<file path="src/rtl/seq_div_if.sv">
// Handshake and data bundle between the execute stage and the sequential divider.
interface seq_div_if #(
  parameter int WIDTH = 32
);
  logic             in_valid;
  logic             in_ready;
  logic [WIDTH-1:0] dividend;
  logic [WIDTH-1:0] divisor;
  logic             is_signed;
  logic             flush;
  logic             out_valid;
  logic             out_ready;
  logic [WIDTH-1:0] quotient;
  logic [WIDTH-1:0] remainder;
  logic             div_by_zero;

  // Requester side: issues operands, consumes results.
  modport master (
    output in_valid, dividend, divisor, is_signed, flush, out_ready,
    input  in_ready, out_valid, quotient, remainder, div_by_zero
  );

  // Divider side.
  modport slave (
    input  in_valid, dividend, divisor, is_signed, flush, out_ready,
    output in_ready, out_valid, quotient, remainder, div_by_zero
  );
endinterface

</file>
<file path="src/rtl/seq_div.sv">
// Radix-2 restoring divider: one quotient bit per cycle, RISC-V M-extension
// divide-by-zero and signed-overflow results, flushable while in flight.
module seq_div #(
  parameter int WIDTH = 32
) (
  input  logic   clk,
  input  logic   rst_n,
  seq_div_if.slave bus
);
  localparam int CNT_W = $clog2(WIDTH);
  localparam logic [WIDTH-1:0] MIN_NEG = {1'b1, {(WIDTH-1){1'b0}}};

  typedef enum logic [1:0] {S_IDLE, S_CALC, S_DONE} state_t;

  state_t           r_state;
  state_t           w_next;
  logic [CNT_W-1:0] r_cnt;
  logic             r_fin;      // iterations exhausted; next CALC cycle finalises
  logic [WIDTH-1:0] r_quo;
  logic [WIDTH-1:0] r_div;
  logic [WIDTH-1:0] r_rem;      // stored remainder is always < divisor, so WIDTH bits suffice
  logic             r_qneg;
  logic             r_rneg;
  logic [WIDTH-1:0] r_quotient;
  logic [WIDTH-1:0] r_remainder;
  logic             r_dbz;

  logic             w_accept;
  logic             w_finish;
  logic             w_div_zero;
  logic             w_ovf;
  logic [WIDTH:0]   w_rem_sh;
  logic [WIDTH:0]   w_trial;
  logic [WIDTH-1:0] w_quo_sh;

  // Magnitude of a two's-complement operand; untouched for unsigned operation.
  function automatic logic [WIDTH-1:0] f_abs(input logic [WIDTH-1:0] v, input logic sgn);
    logic signed [WIDTH-1:0] s;
    s = $signed(v);
    return (sgn && v[WIDTH-1]) ? WIDTH'(-s) : v;
  endfunction

  // Final sign correction of a magnitude result.
  function automatic logic [WIDTH-1:0] f_apply_sign(input logic [WIDTH-1:0] v, input logic neg);
    logic signed [WIDTH-1:0] s;
    s = $signed(v);
    return neg ? WIDTH'(-s) : v;
  endfunction

  assign w_div_zero = (bus.divisor == '0);
  assign w_ovf      = bus.is_signed && (bus.dividend == MIN_NEG) && (bus.divisor == '1);
  assign w_accept   = (r_state == S_IDLE) && bus.in_valid && !bus.flush;
  assign w_finish   = (r_state == S_CALC) && r_fin && !bus.flush;

  // One restoring step: shift {rem,quo} left, trial-subtract the divisor.
  assign w_rem_sh = {r_rem, r_quo[WIDTH-1]};
  assign w_trial  = w_rem_sh - {1'b0, r_div};
  assign w_quo_sh = {r_quo[WIDTH-2:0], 1'b0};

  assign bus.in_ready    = (r_state == S_IDLE);
  assign bus.out_valid   = (r_state == S_DONE);
  assign bus.quotient    = r_quotient;
  assign bus.remainder   = r_remainder;
  assign bus.div_by_zero = r_dbz;

  // State register.
  always_ff @(posedge clk or negedge rst_n) begin
    if (!rst_n) r_state <= S_IDLE;
    else        r_state <= w_next;
  end

  // Next-state logic; flush overrides every other transition.
  always_comb begin
    w_next = r_state;
    if (bus.flush) begin
      w_next = S_IDLE;
    end else begin
      case (r_state)
        S_IDLE:  if (bus.in_valid)  w_next = S_CALC;
        S_CALC:  if (r_fin)         w_next = S_DONE;
        S_DONE:  if (bus.out_ready) w_next = S_IDLE;
        default: w_next = S_IDLE;
      endcase
    end
  end

  // Iteration counter; special cases arrive with r_fin already set so they
  // spend a single CALC cycle before DONE.
  always_ff @(posedge clk or negedge rst_n) begin
    if (!rst_n) begin
      r_cnt <= '0;
      r_fin <= 1'b0;
    end else if (w_accept) begin
      r_cnt <= CNT_W'(WIDTH - 1);
      r_fin <= w_div_zero || w_ovf;
    end else if (r_state == S_CALC && !r_fin) begin
      if (r_cnt == '0) r_fin <= 1'b1;
      else             r_cnt <= r_cnt - 1'b1;
    end
  end

  // Working datapath: operand load on accept, one quotient bit per CALC cycle.
  always_ff @(posedge clk) begin
    if (w_accept) begin
      r_div <= f_abs(bus.divisor, bus.is_signed);
      if (w_div_zero) begin
        r_quo  <= '1;
        r_rem  <= bus.dividend;
        r_qneg <= 1'b0;
        r_rneg <= 1'b0;
      end else if (w_ovf) begin
        r_quo  <= bus.dividend;
        r_rem  <= '0;
        r_qneg <= 1'b0;
        r_rneg <= 1'b0;
      end else begin
        r_quo  <= f_abs(bus.dividend, bus.is_signed);
        r_rem  <= '0;
        r_qneg <= bus.is_signed && (bus.dividend[WIDTH-1] ^ bus.divisor[WIDTH-1]);
        r_rneg <= bus.is_signed && bus.dividend[WIDTH-1];
      end
    end else if (r_state == S_CALC && !r_fin) begin
      if (!w_trial[WIDTH]) begin
        r_rem <= w_trial[WIDTH-1:0];
        r_quo <= {w_quo_sh[WIDTH-1:1], 1'b1};
      end else begin
        r_rem <= w_rem_sh[WIDTH-1:0];
        r_quo <= w_quo_sh;
      end
    end
  end

  // Result registers: written only when a result is committed, held otherwise.
  always_ff @(posedge clk or negedge rst_n) begin
    if (!rst_n) begin
      r_quotient  <= '0;
      r_remainder <= '0;
      r_dbz       <= 1'b0;
    end else begin
      if (w_accept) r_dbz <= w_div_zero;
      if (w_finish) begin
        r_quotient  <= f_apply_sign(r_quo, r_qneg);
        r_remainder <= f_apply_sign(r_rem, r_rneg);
      end
    end
  end
endmodule

</file>
<file path="src/flat_wrapper.sv">
// flat-port wrapper written by rule: the top's interface ports become plain ports
module seq_div_flat 
#(
  parameter int WIDTH = 32
)
  (clk, rst_n, bus_in_valid, bus_dividend, bus_divisor, bus_is_signed, bus_flush, bus_out_ready, bus_in_ready, bus_out_valid, bus_quotient, bus_remainder, bus_div_by_zero);
  seq_div_if #(.WIDTH(WIDTH)) bus_i ();
  input  logic clk;
  input  logic rst_n;
  input wire logic [$bits(bus_i.in_valid)-1:0] bus_in_valid;
  input wire logic [$bits(bus_i.dividend)-1:0] bus_dividend;
  input wire logic [$bits(bus_i.divisor)-1:0] bus_divisor;
  input wire logic [$bits(bus_i.is_signed)-1:0] bus_is_signed;
  input wire logic [$bits(bus_i.flush)-1:0] bus_flush;
  input wire logic [$bits(bus_i.out_ready)-1:0] bus_out_ready;
  output wire logic [$bits(bus_i.in_ready)-1:0] bus_in_ready;
  output wire logic [$bits(bus_i.out_valid)-1:0] bus_out_valid;
  output wire logic [$bits(bus_i.quotient)-1:0] bus_quotient;
  output wire logic [$bits(bus_i.remainder)-1:0] bus_remainder;
  output wire logic [$bits(bus_i.div_by_zero)-1:0] bus_div_by_zero;
  assign bus_i.in_valid = bus_in_valid;
  assign bus_i.dividend = bus_dividend;
  assign bus_i.divisor = bus_divisor;
  assign bus_i.is_signed = bus_is_signed;
  assign bus_i.flush = bus_flush;
  assign bus_i.out_ready = bus_out_ready;
  assign bus_in_ready = bus_i.in_ready;
  assign bus_out_valid = bus_i.out_valid;
  assign bus_quotient = bus_i.quotient;
  assign bus_remainder = bus_i.remainder;
  assign bus_div_by_zero = bus_i.div_by_zero;
  seq_div #(.WIDTH(WIDTH)) u_core (.clk(clk), .rst_n(rst_n), .bus(bus_i));
endmodule
</file>
<file path="config.mk">
export PLATFORM = sky130hd
export DESIGN_NAME = seq_div_flat
export DESIGN_NICKNAME = d
export VERILOG_FILES = /design/src/rtl/seq_div_if.sv /design/src/rtl/seq_div.sv /design/src/flat_wrapper.sv
export SDC_FILE = /design/constraint.sdc
export NUM_CORES = 1
export LEC_CHECK = 0
export ABC_AREA = 1
export ABC_CLOCK_PERIOD_IN_PS = 3870
export BUFFER_PORTS_ARGS = -buffer_cell sky130_fd_sc_hd__buf_2
export CORE_MARGIN = 1.5
export CORE_UTILIZATION = 55
export CTS_CLUSTER_SIZE = 25
export DETAILED_ROUTE_END_ITERATION = 8
export PLACE_DENSITY = 0.82
export SYNTH_ARGS = -nofsm -noshare
export SYNTH_HDL_FRONTEND = slang
export SYNTH_SLANG_ARGS = --single-unit
</file>
<file path="constraint.sdc">
create_clock -name clk -period 3.87 [get_ports clk]
set_input_delay 0.387 -clock clk [delete_from_list [all_inputs] [get_ports clk]]
set_output_delay 0.387 -clock clk [all_outputs]
set_load 0.005 [all_outputs]
</file>
### After elaboration in Yosys (flattened, before gate mapping)

Index checks and enable logic that the tools add are counted.

* bits in registers: 171
* output and inout bits: 67
* input bits: 70
* word-level logic and storage cells: 72

* bitwise gates (word level): 1
* equal/unequal tests: 8
* $add $sub $neg: 6
* mux-type cells: 24
* reduce and logical (&&, ||, !) cells: 22

Operators with widths (number)
* $mux W32: 12
* $neg A32 Y32: 4
* $eq A32 B32 Y1 const B: 2
* $sub A33 B32 Y33: 1
* $logic_not A32 Y1: 1
* $mux W5: 3
* $logic_and A1 B1 Y1: 10
* $mux W2: 4
* $ne A3 B3 Y1 const B: 2
* $pmux W2 S3: 1
* $logic_not A5 Y1: 1
* $sub A5 B1 Y5 const B: 1
* $mux W1: 4
* $reduce_and A2 Y1: 2
* $reduce_bool A2 Y1: 2
* $ne A3 B2 Y1 const B: 1
* $reduce_and A3 Y1: 1
* $eq A2 B1 Y1 const B: 1
* $eq A2 B2 Y1 const B: 1
* $logic_not A1 Y1: 2
* $logic_not A2 Y1: 1
* $ne A2 B1 Y1 const B: 1
* $reduce_or A2 Y1: 1
* $logic_or A1 B1 Y1: 1
* $xor A1 B1 Y1: 1

### Depth between registers and ports, before layout

Gate-level depths: netlist of run 1.

* word-level depth: 6
* depth in mapped cells: 18
* depth with buffers taken out: 17

### Least setup slack after synthesis of run 1

OpenSTA, ideal clock, no wires.

* kind: register to register
* from: register u_core.r_state[0]
* to: register u_core.r_quo[0], enable pin
* path buffers: 2
* slack: 0.962 ns
* period minus slack after synthesis: 2.908 ns
* cell stages (with the launch flop): 6
* arrival time: 2.221 ns
* required time: 3.183 ns
* setup time: 0.687 ns
* cell sequence: dfrtp_1 > nor3_1 > nand2_1 > clkbuf_1 > clkbuf_1 > nand2_1

* cells in the longest elaborated chain, start to end: 4
* elaborated cells between the ends (all ways): 6
* classes of those cells: 1 x eq/ne; 5 x reduce/logical

RTL lines
* start: declaration: line seq_div.sv:15 `state_t r_state;`
* start signal: assignment: line seq_div.sv:69 `else r_state <= w_next;`
* $logic_not A2 Y1: line seq_div.sv:52 `assign w_accept = (r_state == S_IDLE) && bus.in_valid && !bus.flush;`
* $logic_and A1 B1 Y1 (2 in series): line seq_div.sv:52
* $reduce_bool A2 Y1 (no source line) *
* end signal: assignment: line seq_div.sv:112 `r_quo <= bus.dividend;`
* end signal: assignment: line seq_div.sv:117 `r_quo <= f_abs(bus.dividend, bus.is_signed);`
* end signal: assignment: line seq_div.sv:125 `r_quo <= {w_quo_sh[WIDTH-1:1], 1'b1};`
* end: declaration: line seq_div.sv:19 `logic [WIDTH-1:0] r_quo;`

Every way passes the cells marked *; elsewhere a longest branch is shown, timed or not.
A chain may end at the register's enable or synchronous reset.

### Final worst setup path of run 1

* from: register u_core.r_quo[31]
* to: register u_core.r_rem[16] (data pin)

* cells in the longest elaborated chain, start to end: 4

RTL lines
* $sub A33 B32 Y33: line seq_div.sv:57 `assign w_trial = w_rem_sh - {1'b0, r_div};`
* $mux W32: line seq_div.sv:123 `if (!w_trial[WIDTH]) begin`
* $mux W32: line seq_div.sv:122 `end else if (r_state == S_CALC && !r_fin) begin`
* $mux W32: line seq_div.sv:104 `if (w_accept) begin`
* end signal: assignment: line seq_div.sv:108 `r_rem <= bus.dividend;`
* end signal: assignment: line seq_div.sv:124 `r_rem <= w_trial[WIDTH-1:0];`
* end signal: assignment: line seq_div.sv:127 `r_rem <= w_rem_sh[WIDTH-1:0];`
* end: declaration: line seq_div.sv:21 `logic [WIDTH-1:0] r_rem;`

No other way between the ends. The select of a mux whose other input is x is not followed.

==> impl_metrics.csv, run 1 <==
group,metric,value,unit
timing,fmax,332,MHz
routing,drtPass1Iterations,6,
worst_setup_path,reg2regPathDepth,16,
clocking,cts-root-buf,"clkbuf_16",
yosys,synthesis.nets,2142,
clocking,tritoncts,"yes",
floorplan,start_util,0.562,
timing,rsz0062_at_grt,"false",
global_route,gr-total-overflow,0,
routing,vias,13900,
yosys,synth_top_area_cell,"edfxtp_1",
clocking,clkTransAtPathRegs,0.08,ns
finish,nNetsFinal,2259,
global_route,grt_usage,0.341,
worst_setup_path,slowest_stage,"edfxtp_1",
power_and_ir_drop,leakagePower,7.75,nW
place,portBuffers,136,
routing,postRouteWirelength,43800,microns
power_and_ir_drop,vdd_drop_max,275,uV
global_route,grt_first_pass_wirelength,68400,microns
yosys,async_flop_share,0.427,
place,gp_congestion,1.03,
global_route,grt_max_degree,74,
clocking,clock_latency,0.45,ns
global_route,antenna_found_initial,0,
timing,worstMarginPinSlew,0.946,ns
timing,min_period,3.01,ns
clocking,cts_hold_buf,0,
worst_setup_path,cp_top_family,"simple AND/OR/NAND/NOR gates",
routing,drt_iter0_markers,1909,
place,placed_area,14600,sq um
clocking,htree_levels,4,
yosys,syn-mean-instance-area,6.75,sq um
worst_setup_path,required,4.05,ns
status,status,"finished, final reports clean",
floorplan,die_w,161,microns
floorplan,die_h,161,microns
yosys,yosys_register_bits,171,
yosys,synth_commonest_cells,"nand2_1 (663), inv_1 (288), nor2_1 (192), nand3_1 (175), o21ai_0 (100)",
clocking,numCtsBuffers,17,
yosys,synth_edf_count,98,
floorplan,num_rows,57,
run,maxCapViolCount,0,
global_route,grt_pass1_vias,12700,
hold_path,hp-class,"in -> async",
clocking,cts.sinks,171,
finish,drive_gt1_frac,0.117,
worst_setup_path,cp.arrival,3.19,ns
floorplan,core,24400,sq um
clocking,cts_resized,0,
yosys,synth_area_leaders,"edfxtp_1 (21%), nand2_1 (18%), dfrtp_1 (13%)",
finish,antenna_cells,0,
finish,fin_cells,2486,
worst_setup_path,max_stage_delay,0.42,ns
routing,ant_nets,0,
timing,maxSlewViolCount,0,
worst_setup_path,crit_buf_inv,2,
yosys,yosysMostFrequentCell,"nand2_1",
worst_setup_path,crit_path_end_kind,"flop",
yosys,syn_area,13700,sq um
finish,final_core_util,0.625,
place,placedCellCount,2454,
floorplan,dieArea,25900,sq um
timing,period_share,0.778,
yosys,synth_cells,2032,
place,hpwl,35000,microns
power_and_ir_drop,powerDensity,547,nW/um^2
routing,vias_per_cell,5.60,
floorplan,io_pins,137,
routing,routedWlPerCell,17.6,microns
yosys,yosys_most_used_dff,"edfxtp_1",
clocking,post_cts_buffers,0,
timing,setup_tns,0,ns
timing,relSlewSlack,0.369,
worst_setup_path,cp-start-kind,"flop",
timing,worst_clock_skew,0.0264,ns
timing,whs,0.0671,ns
yosys,yosysWarningCount,0,
timing,setup_viol_count_final,0,
finish,final_area,15300,sq um
yosys,synth_seq_area_share,0.348,
routing,drc,0,
yosys,yosysTopAreaCellShare,0.215,
worst_setup_path,cp.depth,16,
timing,hold_violations,0,
finish,area_delta_synth_final,11.3,%
worst_setup_path,cpMostUsedCell,"nand2_2",
clocking,clk_path_buf_depth,2,
worst_setup_path,worstSetupPathType,"reg -> reg",
worst_setup_path,cp_max_fo,17,
worst_setup_path,path_cells,"inv_1 > ha_1 > fa_1 > inv_1 > nand2_1 > nand2_1 > nand3_1 > nand2_2 > nand2_2 > nand2_2 > nand2_4 > nand3_2 > nand2_4 > nand2_2 > nand3_2 > nand2_1",
yosys,synth_cell_types,51,
worst paths after layout:
kind,startpoint,end,slack [ns]
hold reg to reg,u_core.bus.quotient[24],u_core.bus.quotient[24],0.48
setup reg to reg,u_core.r_quo[31],u_core.r_rem[16],0.86
max in group asynchronous,rst_n,u_core.bus.remainder[5],3.16
setup / recovery,u_core.r_quo[31],u_core.r_rem[16],0.86
min in group clk,bus_out_ready,u_core.r_state[1],0.11
hold / removal,rst_n,u_core.bus.remainder[10],0.07
stage by stage:
step | worst slack (ns) | total power [W]
after detailed placement | 0.944 | 0.00652
after global placement | 1.02 | 0.00643
after floorplan | 0.962 | 0.00528
after global routing | 0.683 | 0.00890
after CTS | 0.891 | 0.00830
final | 0.860 | 0.00835
per-layer routing:
metal	share of wire	vias up	GRT usage
met5	0	-	0
met2	0.43	833	0.513
met4	0.027	0	0.104
met3	0.12	76	0.0726
met1	0.42	6265	0.490
li1	-	6759	-
logic make-up (layout without fill, tap and decap cells):
| kind of cell | Yosys count | after routing | share of synthesized area |
|---|---|---|---|
| AND/OR/NAND/NOR | 1180 | 1180 | 0.373 |
| buffers and inverters | 346 | 476 | 0.0988 |
| AO/OA/AOI/OAI | 199 | 199 | 0.0814 |
| flip-flops | 171 | 171 | 0.348 |
| XOR/XNOR | 94 | 94 | 0.0601 |
| adder cells (fa/ha/maj) | 40 | 40 | 0.0371 |
| multiplexers | 2 | 2 | 0.00146 |
placed cells by master, fill, tap and decap left out, types with 7 or more instances in the layout:
| cell type | count |
|---|---|
| nand2_1 | 661 |
| inv_1 | 286 |
| nor2_1 | 192 |
| nand3_1 | 175 |
| buf_2 | 135 |
| o21ai_0 | 100 |
| edfxtp_1 | 98 |
| xor2_1 | 78 |
| dfrtp_1 | 73 |
| a21oi_1 | 45 |
| nand4_1 | 41 |
| ha_1 | 39 |
| nor3_1 | 26 |
| nand2_2 | 19 |
| clkbuf_16 | 17 |
| xnor2_1 | 16 |
| nand3_2 | 14 |
| nand3b_1 | 13 |
| buf_4 | 13 |
| a31oi_1 | 10 |
| inv_2 | 10 |
| nor2_2 | 9 |
| or2_2 | 7 |
| o31ai_1 | 7 |
| o21bai_1 | 7 |
flip-flops by register name, summed over array words and instances (netlist names):
| signal | cells |
|---|---|
| u_core.bus.quotient | 32 |
| u_core.bus.remainder | 32 |
| u_core.r_div | 32 |
| u_core.r_quo | 32 |
| u_core.r_rem | 32 |
| u_core.r_cnt | 5 |
| u_core.r_state | 2 |
| u_core.bus.div_by_zero | 1 |
| u_core.r_fin | 1 |
| u_core.r_qneg | 1 |
| u_core.r_rneg | 1 |
where the power goes:
group	switching, W	internal, W	total [W]
Combinational	0.00231	0.00125	0.00357
Clock	0.000889	0.000886	0.00178
Sequential	0.000435	0.00257	0.00301
Total	0.00364	0.00471	0.00835
final cells by class:
cell class / instances / area, sq um
Clock inverter: 15 / 181
Tap cell: 324 / 405
Multi-Input combinational cell: 1515 / 7590
Inverter: 296 / 1110
Sequential cell: 171 / 4770
Timing Repair Buffer: 148 / 773
Fill cell: 2295 / 9140
Clock buffer: 17 / 425
Note: power is estimated with default switching activity, not from simulation.
==> run 2: changes to the inputs <==
--- a/config.mk
+++ b/config.mk
@@ -6,13 +6,13 @@
 export NUM_CORES = 1
 export LEC_CHECK = 0
 export ABC_AREA = 1
-export ABC_CLOCK_PERIOD_IN_PS = 3870
+export ABC_CLOCK_PERIOD_IN_PS = 2400
 export BUFFER_PORTS_ARGS = -buffer_cell sky130_fd_sc_hd__buf_2
 export CORE_MARGIN = 1.5
 export CORE_UTILIZATION = 55
 export CTS_CLUSTER_SIZE = 25
 export DETAILED_ROUTE_END_ITERATION = 8
-export PLACE_DENSITY = 0.82
+export PLACE_DENSITY = 0.85
 export SYNTH_ARGS = -nofsm -noshare
 export SYNTH_HDL_FRONTEND = slang
 export SYNTH_SLANG_ARGS = --single-unit
==> constraint.sdc (replaced) <==
create_clock -name clk -period 2.4 [get_ports clk]
set_input_delay 0.24 -clock clk [delete_from_list [all_inputs] [get_ports clk]]
set_output_delay 0.24 -clock clk [all_outputs]
set_load 0.005 [all_outputs]
==> run 2 against run 1 <==
First-iteration DRC count shrank 2.6%. Sequential share of layout area shrank 3.3 points. Combinational power grew 110%. Clock-buffer cell count grew 1. Via count grew 5.9%. The run now ends with negative setup slack left.
==> impl_metrics.csv, run 2 (same netlist as run 1, synthesis figures left out) <==
group,metric,value,unit
worst_setup_path,slowest_stage,"edfxtp_1",
power_and_ir_drop,netSwitchingFraction,0.425,
place,gp_congestion,1.03,
clocking,cts-root-buf,"clkbuf_16",
timing,fmax,404,MHz
power_and_ir_drop,power.share.sequential,0.316,
clocking,tritoncts,"yes",
global_route,grt_max_degree,74,
floorplan,start_util,0.562,
status,violations,"negative setup slack",
timing,setup_viol_count_final,32,
floorplan,io_pins,137,
power_and_ir_drop,switchingPower,0.00642,W
finish,final_core_util,0.698,
power_and_ir_drop,p_int,0.00870,W
worst_setup_path,required,2.60,ns
clocking,numCtsBuffers,17,
timing,worstMarginPinSlew,0.941,ns
routing,ant_nets,0,
worst_setup_path,crit_path_end_kind,"flop",
power_and_ir_drop,vdd_drop_max,511,uV
worst_setup_path,path_cells,"ha_4 > fa_2 > inv_2 > nand2_2 > nand2_2 > nand3_2 > nand2_2 > nand2_2 > nand2_2 > nand2_4 > nand3_4 > clkbuf_16 > nand3_2 > nand3_1 > nand2_1",
routing,vias_per_cell,5.67,
worst_setup_path,cpMostUsedCell,"nand2_2",
floorplan,core,24400,sq um
status,status,"finished, violations left",
clocking,clk_path_buf_depth,2,
finish,layout_commonest_cell,"nand2_1",
routing,postRouteWirelength,46600,microns
finish,drive_gt1_frac,0.207,
timing,hold_violations,0,
worst_setup_path,cp-start-kind,"flop",
timing,maxSlewViolCount,0,
power_and_ir_drop,power_frac_comb,0.492,
routing,routedWlPerCell,17.9,microns
global_route,antenna_found_initial,1,
timing,min_period,2.47,ns
floorplan,dieArea,25900,sq um
finish,register_area,4770,sq um
worst_setup_path,worstSetupPathType,"reg -> reg",
power_and_ir_drop,power,0.0151,W
power_and_ir_drop,leakagePower,8.47,nW
global_route,grt_usage,0.350,
hold_path,hp-class,"in -> reg",
floorplan,die_h,161,microns
worst_setup_path,cp.arrival,2.67,ns
routing,drtPass1Iterations,7,
finish,area_delta_synth_final,24.2,%
timing,setup_slack,-0.0742,ns
floorplan,num_rows,57,
clocking,clkTransAtPathRegs,0.07,ns
place,portBuffers,136,
clocking,htree_levels,4,
power_and_ir_drop,powerDensity,888,nW/um^2
power_and_ir_drop,clkPwrFrac,0.192,
timing,relSlewSlack,0.373,
finish,nFillCells,2084,
global_route,gr-total-overflow,0,
routing,vias,14800,
finish,nNetsFinal,2376,
timing,period_share,1.03,
timing,worst_clock_skew,0.0186,ns
finish,layout_common_cells,"nand2_1 (631), inv_1 (270), nor2_1 (188), nand3_1 (156), buf_2 (135)",
worst_setup_path,cp_max_fo,8,
finish,multiInputGateArea,8290,sq um
routing,drt_iter0_markers,1859,
worst_setup_path,max_stage_delay,0.43,ns
place,hpwl,35800,microns
global_route,grt_pass1_vias,13100,
timing,rsz0062_at_grt,"true",
global_route,grt_first_pass_wirelength,70200,microns
routing,drc,0,
clocking,cts.sinks,171,
run,maxCapViolCount,0,
clocking,clock_latency,0.45,ns
floorplan,die_w,161,microns
run 2: critical path, delay by kind of cell, from the launching register on:
family | cells | cell delay [ns]
flops | 1 | 0.43
simple gates | 11 | 0.92
buf+inv | 2 | 0.26
fa+ha+maj | 2 | 0.60
run 2: worst paths after layout:
check | to | cells past startpoint | slack (ns) | start
worst max-delay path | u_core.r_rem[24] | 15 | -0.07 | u_core.r_div[0]
max in group asynchronous | u_core.bus.remainder[1] | 2 | 1.30 | rst_n
worst max register to register | u_core.r_rem[24] | 15 | -0.07 | u_core.r_div[0]
worst min-delay path | u_core.r_div[0] | 1 | 0.03 | bus_divisor[0]
worst min register to register | u_core.bus.remainder[20] | 2 | 0.48 | u_core.bus.remainder[20]
min in group asynchronous | u_core.bus.quotient[23] | 2 | 0.48 | rst_n
run 2: what timing repair did:
item                                   CTS  global route
endpoints found under the hold margin   74             0
hold buffers                             3             0
setup endpoints to repair               33            36
setup buffers                            3            10
pin swaps                                4            52
gates cloned                             1             2
resized for setup                       21           108
run 2: area by class of cell:
class                      count  share of cell area
multi-input combinational   1517               0.487
timing repair buffer         263               0.108
antenna                        1            0.000147
sequential                   171               0.280
inverter                     296              0.0653
clock buffer                  18              0.0265
clock inverter                14             0.00970
tap                          324              0.0238
run 2: power by group through the flow:
stage                     Combinational, W  Sequential, W  Clock [W]
final                              0.00743        0.00478    0.00290
after detailed placement           0.00633        0.00477          0
after floorplan                    0.00378        0.00473          0
after global routing               0.00814        0.00486    0.00301
after global placement             0.00620        0.00474          0
after CTS                          0.00659        0.00472    0.00290
run 2: layer usage:
metal  track usage  wire length (microns)  vias up
met5             0                      0        -
met4         0.126                   1680        0
met3        0.0775                   5680      116
met2         0.523                  20100      892
met1         0.497                  19200     6767
li1              -                      -     6985
run 2: per-stage QoR:
step,setup TNS [ns],std cells,setup WS (ns),hold WS (ns),area [sq um]
2_1_floorplan,0,2032,0.0358,-0.0556,13700
3_3_place_gp,-0.0904,2552,-0.0385,0.417,15500
3_5_place_dp,-1.11,2552,-0.0665,0.427,15500
4_1_cts,0,2591,0.00762,0.0237,16300
5_1_grt,-4.22,2604,-0.179,0.0229,17000
6_report,-1.25,2604,-0.0742,0.0290,17000
